==> config.mk <==
export PLATFORM = sky130hd
export DESIGN_NAME = mult_digit_seq
export DESIGN_NICKNAME = d
export VERILOG_FILES = /design/src/rtl/mult_digit_seq.sv
export SDC_FILE = /design/constraint.sdc
export NUM_CORES = 1
export LEC_CHECK = 0
export CORE_ASPECT_RATIO = 1.2
export CORE_MARGIN = 2
export CORE_UTILIZATION = 56
export DETAILED_ROUTE_END_ITERATION = 16
export PLACE_DENSITY = 0.87
export SLEW_MARGIN = 10
export SYNTH_ARGS = -nofsm -noshare
export SYNTH_HDL_FRONTEND = slang
export SYNTH_SLANG_ARGS = --single-unit
export TNS_END_PERCENT = 20
==> constraint.sdc <==
create_clock -name clk -period 4.9 [get_ports clk]
set_clock_uncertainty 0.2 [all_clocks]
set_input_delay 0.98 -clock clk [delete_from_list [all_inputs] [get_ports clk]]
set_output_delay 0.98 -clock clk [all_outputs]
set_load 0.005 [all_outputs]
==> src/rtl/mult_digit_seq.sv <==
// Sequential unsigned multiplier: one 2x2-bit digit product is accumulated per
// clock, walking every (a_i, b_j) digit pair of the captured operands.
module mult_digit_seq #(
  parameter int WIDTH = 8
) (
  input  logic                 clk,
  input  logic                 rst,
  input  logic                 in_valid,
  output logic                 in_ready,
  input  logic [WIDTH-1:0]     A,
  input  logic [WIDTH-1:0]     B,
  input  logic                 abort,
  output logic                 out_valid,
  input  logic                 out_ready,
  output logic [2*WIDTH-1:0]   P,
  output logic                 busy
);

  localparam int N  = WIDTH / 2;
  localparam int IW = $clog2(N);
  localparam logic [IW-1:0] LAST = IW'(N - 1);

  typedef enum logic [1:0] {S_IDLE, S_RUN, S_DONE} state_t;

  state_t               state_q, state_d;
  logic [IW-1:0]        i_q, i_d, j_q, j_d;
  logic [WIDTH-1:0]     a_q, a_d, b_q, b_d;
  logic [2*WIDTH-1:0]   acc_q, acc_d, p_q, p_d;

  logic [1:0]           a_dig, b_dig;
  logic [3:0]           dig_prod;
  logic [IW:0]          pos_sum;
  logic [IW+1:0]        shamt;
  logic [2*WIDTH-1:0]   term, acc_next;

  // Digit pair (i, j) is the flat index k = i*N + j; i and j are kept as
  // separate counters so no divider is needed for odd digit counts.
  always_comb begin
    a_dig    = 2'(a_q >> {i_q, 1'b0});
    b_dig    = 2'(b_q >> {j_q, 1'b0});
    dig_prod = {2'b00, a_dig} * {2'b00, b_dig};
    pos_sum  = {1'b0, i_q} + {1'b0, j_q};
    shamt    = {pos_sum, 1'b0};
    term     = (2*WIDTH)'(dig_prod) << shamt;
    acc_next = acc_q + term;
  end

  always_comb begin
    state_d  = state_q;
    i_d      = i_q;
    j_d      = j_q;
    a_d      = a_q;
    b_d      = b_q;
    acc_d    = acc_q;
    p_d      = p_q;
    in_ready = (state_q == S_IDLE) && !abort && !rst;

    case (state_q)
      S_IDLE: begin
        if (in_valid && in_ready) begin
          a_d     = A;
          b_d     = B;
          acc_d   = '0;
          i_d     = '0;
          j_d     = '0;
          state_d = S_RUN;
        end
      end
      S_RUN: begin
        if (abort) begin
          state_d = S_IDLE;
          acc_d   = '0;
          p_d     = '0;
          i_d     = '0;
          j_d     = '0;
        end else begin
          acc_d = acc_next;
          if (j_q == LAST) begin
            j_d = '0;
            if (i_q == LAST) begin
              i_d     = '0;
              p_d     = acc_next;
              state_d = S_DONE;
            end else begin
              i_d = i_q + IW'(1);
            end
          end else begin
            j_d = j_q + IW'(1);
          end
        end
      end
      S_DONE: begin
        if (abort) begin
          state_d = S_IDLE;
          acc_d   = '0;
          p_d     = '0;
        end else if (out_ready) begin
          state_d = S_IDLE;
        end
      end
      default: state_d = S_IDLE;
    endcase
  end

  always_ff @(posedge clk or posedge rst) begin
    if (rst) begin
      state_q <= S_IDLE;
      i_q     <= '0;
      j_q     <= '0;
      a_q     <= '0;
      b_q     <= '0;
      acc_q   <= '0;
      p_q     <= '0;
    end else begin
      state_q <= state_d;
      i_q     <= i_d;
      j_q     <= j_d;
      a_q     <= a_d;
      b_q     <= b_d;
      acc_q   <= acc_d;
      p_q     <= p_d;
    end
  end

  assign busy      = (state_q == S_RUN);
  assign out_valid = (state_q == S_DONE);
  assign P         = p_q;

endmodule

==> qor.txt <==
RUN STATUS
------------------------------------------------------------------------------------------
Result of the run                                                                completed

GLOBAL ROUTING
------------------------------------------------------------------------------------------
Most used routing layer                                                               met2
Largest net degree at the start of global routing                                       55
Met2 global-route usage                                                             40.38%
Antenna violations before repair                                                         0
First-pass GRT wire length                                                        11.69 mm
Met3 routing resource usage after global routing                                    3.704%
GRT overflow                                                                             0
GRT Overall Usage                                                                   23.73%
Met1 Resource Use GR                                                                28.92%
Number of global-route vias before repair                                            2,634

RUN
------------------------------------------------------------------------------------------
Max-cap violation count                                                                  0

SYNTH
------------------------------------------------------------------------------------------
Biggest area consumer among synthesized cells                                 sky130_fd_sc_hd__dfrtp_1
Commonest register cell after synthesis                                       sky130_fd_sc_hd__dfrtp_1
Synthesized-area fraction occupied by ao, oa, aoi and oai cells                     18.10%
Count of yosys warnings during synthesis                                                 0
Simple-gate portion of the synthesized area                                         14.76%
Post-synthesis share of cell area spent on xor and xnor gates                       2.991%
Largest family of logic cells by synthesized area                             compound AO/OA/AOI/OAI gates
Post-synth ARST share                                                               100.0%
Yosys cell types                                                                        55
Most area-consuming cells after synthesis                                     sky130_fd_sc_hd__dfrtp_1, sky130_fd_sc_hd__ha_1, sky130_fd_sc_hd__a22o_1
Number of nets produced by synthesis                                                   354
Synth Register Bits                                                                     54
Area of the mapped netlist                                                      3221 sq um
Share of synthesized cell area in full adder, half adder and majority cells         9.013%
Number of synthesized flops with an enable pin                                           0
Portion of synthesized cell area occupied by the leading cell type                  41.96%
Number of instances in the synthesized netlist                                         311
Mux contribution to synthesized area                                                10.41%
Synthesized area divided by synthesized cell count                             10.36 sq um
Sequential-to-total area share from yosys stat                                      41.96%

CLOCKING
------------------------------------------------------------------------------------------
Bufs on Longest Clock Path                                                               2
Root buffer selected by CTS                                                   sky130_fd_sc_hd__clkbuf_8
TritonCTS Buffers                                                                        5
Count of H-tree levels built during CTS                                                  2
Number of instances resized during post-cts repair                                       0
Clock tree from TritonCTS                                                             done
Source-to-sink clock delay at the later pin of the worst-skew pair                 0.30 ns
Setup bufs post-CTS                                                                      0
Clock slew seen by the registers of the worst setup and hold paths                 0.09 ns
# hold bufs at CTS                                                                       0
Number of clock sinks                                                                   54

PLACE
------------------------------------------------------------------------------------------
Final HPWL DP                                                                     5.301 mm
Global placer's final weighted congestion                                           0.9279
Number of buffers added on ports                                                        39

DIE
------------------------------------------------------------------------------------------
Core area                                                                       5593 sq um
Initial cell density of the core                                                    57.58%
Top-level port count                                                                    40
Chip Width                                                                        73.23 um
Die ar.                                                                         6377 sq um
Row count                                                                               30
DIE HEIGHT                                                                        87.08 um

CRITICAL PATH
------------------------------------------------------------------------------------------
Cell seen most often among critical-path stages                               sky130_fd_sc_hd__ha_1
Arrival time of the worst setup path                                               4.31 ns
Endpoint required time on the critical path                                        4.93 ns
Crit path cell chain                                                          mux4_2 > and2_1 > ha_1 > ha_1 > and2b_1 > a31oi_1 > nor2_1 > ha_1 > a21oi_1 > nor2_1 > a221oi_1 > nand2_1 > mux2_1 > o21ai_1
Setup slack of the most critical reg-to-reg path                                   0.62 ns
Standard cell with the maximum stage delay on the critical path               sky130_fd_sc_hd__mux4_2
Maximum net fanout on the critical path                                                  6
Critical Path Sink Type                                                               flop
Slowest Stage Delay on Critical Path                                               0.57 ns
Crit Path Category                                                            flop to flop
Critical Path Start Type                                                              flop

TIMING
------------------------------------------------------------------------------------------
Total of endpoints with negative setup slack in the final report                         0
Worst slew margin relative to its limit                                             27.14%
Final period demand of the worst path                                             4.279 ns
Total count of hold-check failures in the final report                                   0
Final TNS setup                                                                       0 ns
Period utilisation layout                                                           87.32%
Slew @ Worst Pin                                                                  1.091 ns
Count of pins over their slew limit                                                      0
Setup repair after global routing missed its margin                                     no
Achievable clock frequency                                                       233.7 MHz
Worst hold slack after final layout                                              0.3088 ns

FINAL LAYOUT
------------------------------------------------------------------------------------------
Area grow syn2layout                                                                17.60%
Total of fill cells in the finished design                                             402
Diode count                                                                              0
Layout cells sized above 1                                                          11.08%
Net count, final                                                                       394
Core utilization of the finished layout                                             67.72%

PWR
------------------------------------------------------------------------------------------
Overall power                                                                     1.212 mW
Power density cells                                                           319.9 nW/um^2
Leakage power summed over all cells                                               1.723 nW
Maximum VDD drop                                                               0.0002639 V

ROUTE
------------------------------------------------------------------------------------------
Remaining design rule violation count                                                    0
Number of nets with antenna violations after routing                                     0
Detailed-route via count                                                             2,572
Final WL                                                                          6.963 mm
WL/cell                                                                           16.74 um
Drt via density                                                                      6.183
DRT Pass-1 Iters                                                                         5
First-iteration detailed-routing DRC count                                             181

WORST HOLD PATH
------------------------------------------------------------------------------------------
Hold/Removal Path Class                                                       flop to flop

through the flow:
stage	setup WS [ns]	cells	instance area (sq um)
floorplan	1.035	311	3221
global placement	0.7600	408	3677
detailed placement	0.6538	408	3677
CTS	0.6175	416	3787
global route	0.3214	416	3787
finish	0.6211	416	3787
final cells by class:
cell class / count / area [sq um] / area share [%]
clock inverter: 2 / 37.54 / 0.9911
timing repair buffer: 44 / 427.9 / 11.30
multi-input combinational: 236 / 1780 / 47.01
sequential: 54 / 1351 / 35.68
tap: 64 / 80.08 / 2.114
clock buffer: 6 / 72.57 / 1.916
inverter: 10 / 37.54 / 0.9911
flip-flops by register name, indices dropped and copies added (netlist names):
signal / cells
i_q: 2
P: 16
state_q: 2
b_q: 8
acc_q: 16
a_q: 8
j_q: 2
power breakdown:
| part | total [mW] | internal (mW) | leakage, nW | switching [mW] |
|---|---|---|---|---|
| registers | 0.552 | 0.507 | 0.700 | 0.0456 |
| clock network | 0.294 | 0.153 | 0.0514 | 0.142 |
| logic | 0.365 | 0.182 | 0.971 | 0.183 |
layer usage:
| metal | vias up | part of all wire, % |
|---|---|---|
| met5 | - | 0 |
| met2 | 81 | 52 |
| met1 | 1248 | 41 |
| li1 | 1227 | - |
| met3 | 16 | 3.8 |
| met4 | 0 | 2.9 |
cells by family after synthesis:
kind of cell / Yosys count
xor+xnor: 11
simple gates: 94
flops: 54
compound gates: 83
mux: 26
fa+ha+maj: 22
buf+inv: 21
worst max-delay path, delay by kind of cell, from the launching register on:
kind	cells	cell delay, ns
compound gates	4	0.99
simple gates	5	0.73
mux	2	0.94
flops	1	0.50
fa+ha+maj	3	0.84
cell usage in the layout (no fill, tap or decap), types with 8 or more instances in the layout:
cell type	n
sky130_fd_sc_hd__a21oi_1	12
sky130_fd_sc_hd__ha_1	20
sky130_fd_sc_hd__mux2_2	16
sky130_fd_sc_hd__a22o_1	22
sky130_fd_sc_hd__nand2_1	25
sky130_fd_sc_hd__clkdlybuf4s50_1	39
sky130_fd_sc_hd__nor2_1	25
sky130_fd_sc_hd__nand2b_1	8
sky130_fd_sc_hd__inv_1	9
sky130_fd_sc_hd__dfrtp_1	54
sky130_fd_sc_hd__o21ai_0	14
cells in the mapped netlist, drive strengths merged, types with 3 or more instances:
cell    number
xor2         5
xnor2        6
o21ai       18
buf          3
nand2b       8
mux2        17
ha          20
a31oi        5
nand2       25
nand3b       4
clkbuf       8
o31ai        3
mux2i        5
dfrtp       54
mux4         4
nor2b        6
a21oi       12
and2         6
a22o        22
nor2        25
nand3        6
inv         10
a22oi        4
final timing paths:
check	from	to	cells past startpoint
setup / recovery	j_q[0]	acc_q[13]	14
hold / removal	P[5]	P[5]	1
setup reg to reg	j_q[0]	acc_q[13]	14
min in group asynchronous	rst	P[4]	2
hold reg to reg	P[5]	P[5]	1
max in group asynchronous	rst	a_q[0]	2
Power figures use the tool's default switching activity.
==> patch 1: new RTL, config.mk and constraints unchanged <==
Change the parameter `WIDTH` from 8 to 4.
--- a/src/rtl/mult_digit_seq.sv
+++ b/src/rtl/mult_digit_seq.sv
@@ -1,7 +1,7 @@
 // Sequential unsigned multiplier: one 2x2-bit digit product is accumulated per
 // clock, walking every (a_i, b_j) digit pair of the captured operands.
 module mult_digit_seq #(
-  parameter int WIDTH = 8
+  parameter int WIDTH = 4
 ) (
   input  logic                 clk,
   input  logic                 rst,
Ports: changed (resized A, B and P); port bits go from 40 to 24. No check against the original RTL was run, so the function may have changed too.
==> patch 1 against the unedited design <==
Wire length is 52% lower; power is 34% lower; design area is 48% lower; sequential cell count is 26 lower; worst setup slack better by 0.57 ns; final cell count is 50% lower; synthesized area is 47% lower.
==> patch 1: results (changes against the unedited design) <==
DP Area: 1910 um2 (was 3680 um2)
Crit path launch: abort (was j_q[0])
WHS Endpoint: P[1] (was P[5])
Tcrit/Tclk final: 75.7% (was 87.3%)
Slew @ Worst Pin: 1.04 ns (was 1.09 ns)
Yosys cell types: 41 (was 55)
Tot GR Track Use: 22.1% (was 23.7%)
Reg-to-Reg End: P[7] (was acc_q[13])
CTS clock-pin slew for the worst setup and hold paths: 0.14 ns (was 0.09 ns)
Syn_area_per_cell: 11.2 um2 (was 10.4 um2)
Hold slack: 0.327 ns (was 0.309 ns)
HPWL after DPL: 2530 um (was 5300 um)
DRT Pass-1 Iters: 4 (was 5)
Commonest cells in the netlist: dfrtp_1, a22o_1, nor2_1 (was dfrtp_1, nand2_1, nor2_1)
Worst slack at placement: 1.18 ns (was 0.654 ns)
Fraction of synthesized cell area in xor and xnor cells: 4.51% (was 2.99%)
Sequential area share after synthesis: 41.4% (was 42.0%)
Register-to-Register Path Depth: 12 (was 14)
Rows: 21 (was 30)
Leakage: 0.903 nW (was 1.72 nW)
Synth area leaders: dfrtp_1, a22o_1, ha_1 (was dfrtp_1, ha_1, a22o_1)
Critical Path AT: 2.53 ns (was 4.31 ns)
GP Congestion: 0.918 (was 0.928)
Sw Pwr: 0.309 mW (was 0.370 mW)
Clk root buf: clkbuf_4 (was clkbuf_8)
Syn nets: 175 (was 354)
Routed len/inst: 16.3 um (was 16.7 um)
Critical Path End: in_ready (was acc_q[13])
H-tree depth: 1 (was 2)
Hold Path Origin: P[1] (was P[5])
Status: finished, final reports clean (unchanged)
Seq power: 0.320 mW (was 0.552 mW)
Max Fanout on Critical Path: 8 (was 6)
Post-Synth Adder-Cell Area: 8.57% (was 9.01%)
Share of layout cells above drive strength 1: 14.0% (was 11.1%)
Register-to-register setup slack: 1.49 ns (was 0.62 ns)
Worst vdd ir: 285 uV (was 264 uV)
Part of the power in the clock network: 14.3% (was 24.3%)
Compound-cell area share of the yosys netlist: 18.8% (was 18.1%)
Pin count of the biggest net entering global routing: 29 (was 55)
First-pass GRT wire length: 5730 um (was 11700 um)
Total CTS buffers: 3 (was 5)
Number of global-route vias before repair: 1260 (was 2634)
First DRT Iteration DRCs: 27 (was 181)
Fraction of synthesized area in multiplexers: 8.87% (was 10.4%)
Non-filler instance count after layout: 206 (was 416)
Layout Nets: 197 (was 394)
==> patch 1: cell count changes after synthesis, sizes merged, moves of 9 or more <==
cell | before | now
o21ai | 18 | 6
ha | 20 | 10
mux2 | 17 | 8
nand2 | 25 | 8
nor2 | 25 | 14
dfrtp | 54 | 28
==> patch 1: cell type report <==
cell class	instances	area, um2
multi-input combinational	112	922
inverter	5	18.8
timing repair buffer	23	230
clock buffer	4	36.3
sequential	28	701
tap	34	42.5
fill	208	887
==> patch 1: worst max-delay path, cell delays in order <==
cell             delay (ns)
clkdlybuf4s50_1        0.62
nor4_4                 0.37
clkdlybuf4s50_1        0.56
==> patch 1: per-layer routing <==
layer / GRT usage (%) / wire (um) / vias to the layer above
li1: - / - / 598
met1: 29.1 / 1480 / 628
met2: 37.7 / 1730 / 27
met3: 2.34 / 102 / 5
met4: 5.63 / 36 / 0
met5: 0 / 0 / -
==> patch 2: new RTL, same settings <==
Made on the original files. Reset style: synchronous (`rst`), changed in one clocked block.
--- a/src/rtl/mult_digit_seq.sv
+++ b/src/rtl/mult_digit_seq.sv
@@ -102,7 +102,7 @@
     endcase
   end
 
-  always_ff @(posedge clk or posedge rst) begin
+  always_ff @(posedge clk) begin
     if (rst) begin
       state_q <= S_IDLE;
       i_q     <= '0;
Behaviour: differs if rst is asserted again (counterexample within 4 cycles, from zero or initial values and one cycle with rst high); with rst held inactive, the same outputs for 10 cycles.
==> patch 2 against the unedited design <==
Count of clock-buffer cells in the layout unchanged; hold slack got worse by 0.046 ns; wire length up 6.0%; synthesized area shrank 1.7%; design area down 2.5%; final cell count increased by 14%; via count rose by 13%; sequential cell count stayed put; worst setup slack improved by 0.11 ns; largest cell class unchanged.
Power is not compared: it rests on default switching activity, and its combinational part moved more than twofold at a synthesized area within 25%.
==> patch 2: results (changes against the unedited design) <==
First DRT Iteration DRCs: 164 (was 181)
DRT Pass-1 Iters: 4 (was 5)
Number of global-route vias before repair: 2656 (was 2634)
Slew @ Worst Pin: 0.899 ns (was 1.09 ns)
DP Area: 3580 um2 (was 3680 um2)
GP Congestion: 0.969 (was 0.928)
Pin count of the biggest net entering global routing: 42 (was 55)
HPWL after DPL: 5560 um (was 5300 um)
Worst slack at placement: 0.781 ns (was 0.654 ns)
Routed len/inst: 15.5 um (was 16.7 um)
Syn_area_per_cell: 8.35 um2 (was 10.4 um2)
Synth area leaders: dfxtp_1, ha_1, nand2_1 (was dfrtp_1, ha_1, a22o_1)
Share of layout cells above drive strength 1: 7.54% (was 11.1%)
Layout Nets: 453 (was 394)
Vias: 2897 (was 2572)
Tot GR Track Use: 24.6% (was 23.7%)
Yosys cell types: 54 (was 55)
Placed cells: 467 (was 408)
Status: finished, final reports clean (unchanged)
Synth Flop Type: dfxtp_1 (was dfrtp_1)
Commonest cells in the netlist: nand2_1, dfxtp_1, a21oi_1 (was dfrtp_1, nand2_1, nor2_1)
Syn nets: 422 (was 354)
Critical Path AT: 4.17 ns (was 4.31 ns)
Max Fanout on Critical Path: 11 (was 6)
Sequential area share after synthesis: 34.2% (was 42.0%)
First-pass GRT wire length: 12300 um (was 11700 um)
Final wirelength: 7380 um (was 6960 um)
patch 2: tightest hold or removal path: cells and delay by family, from the launching register on:
kind	cells	cell delay, ns
simple gates	1	0.05
flops	1	0.32
compound gates	1	0.05
patch 2: worst paths after layout:
kind	startpoint	end	slack (ns)	cells past startpoint
worst min-delay path	a_q[5]	a_q[5]	0.26	2
worst max-delay path	j_q[0]	acc_q[15]	0.73	14
worst min register to register	a_q[5]	a_q[5]	0.26	2
worst max register to register	j_q[0]	acc_q[15]	0.73	14
patch 2: cell families after synthesis:
group	after synthesis	share of synthesized area, %
AND/OR/NAND/NOR	150	22.2
AO/OA/AOI/OAI	105	23.2
flip-flops	54	34.2
buffers and inverters	28	3.48
adder cells (fa/ha/maj)	22	9.17
multiplexers	11	5.06
XOR/XNOR	9	2.73
patch 2: power by group:
part / switching (mW) / leakage (nW) / internal (mW) / total, mW
Clock: 0.148 / 0.0514 / 0.153 / 0.300
Sequential: 0.00349 / 0.436 / 0.443 / 0.447
Combinational: 0.0301 / 0.976 / 0.0252 / 0.0554
patch 2: layer usage:
metal  vias to the layer above  track usage [%]  part of all wire, %
li1                       1431                -                    -
met1                      1381             31.0                   44
met2                        76             42.6                   51
met3                         9             3.37                  4.1
met4                         0             8.42                  1.5
met5                         -                0                    0
patch 2: cell type report:
| type | count | area, um2 | area share (%) |
|---|---|---|---|
| multi-input combinational | 297 | 1970 | 53.5 |
| sequential | 54 | 1080 | 29.3 |
| timing repair buffer | 41 | 405 | 11.0 |
| tap | 64 | 80.1 | 2.17 |
| clock buffer | 6 | 72.6 | 1.97 |
| inverter | 11 | 41.3 | 1.12 |
| clock inverter | 2 | 37.5 | 1.02 |
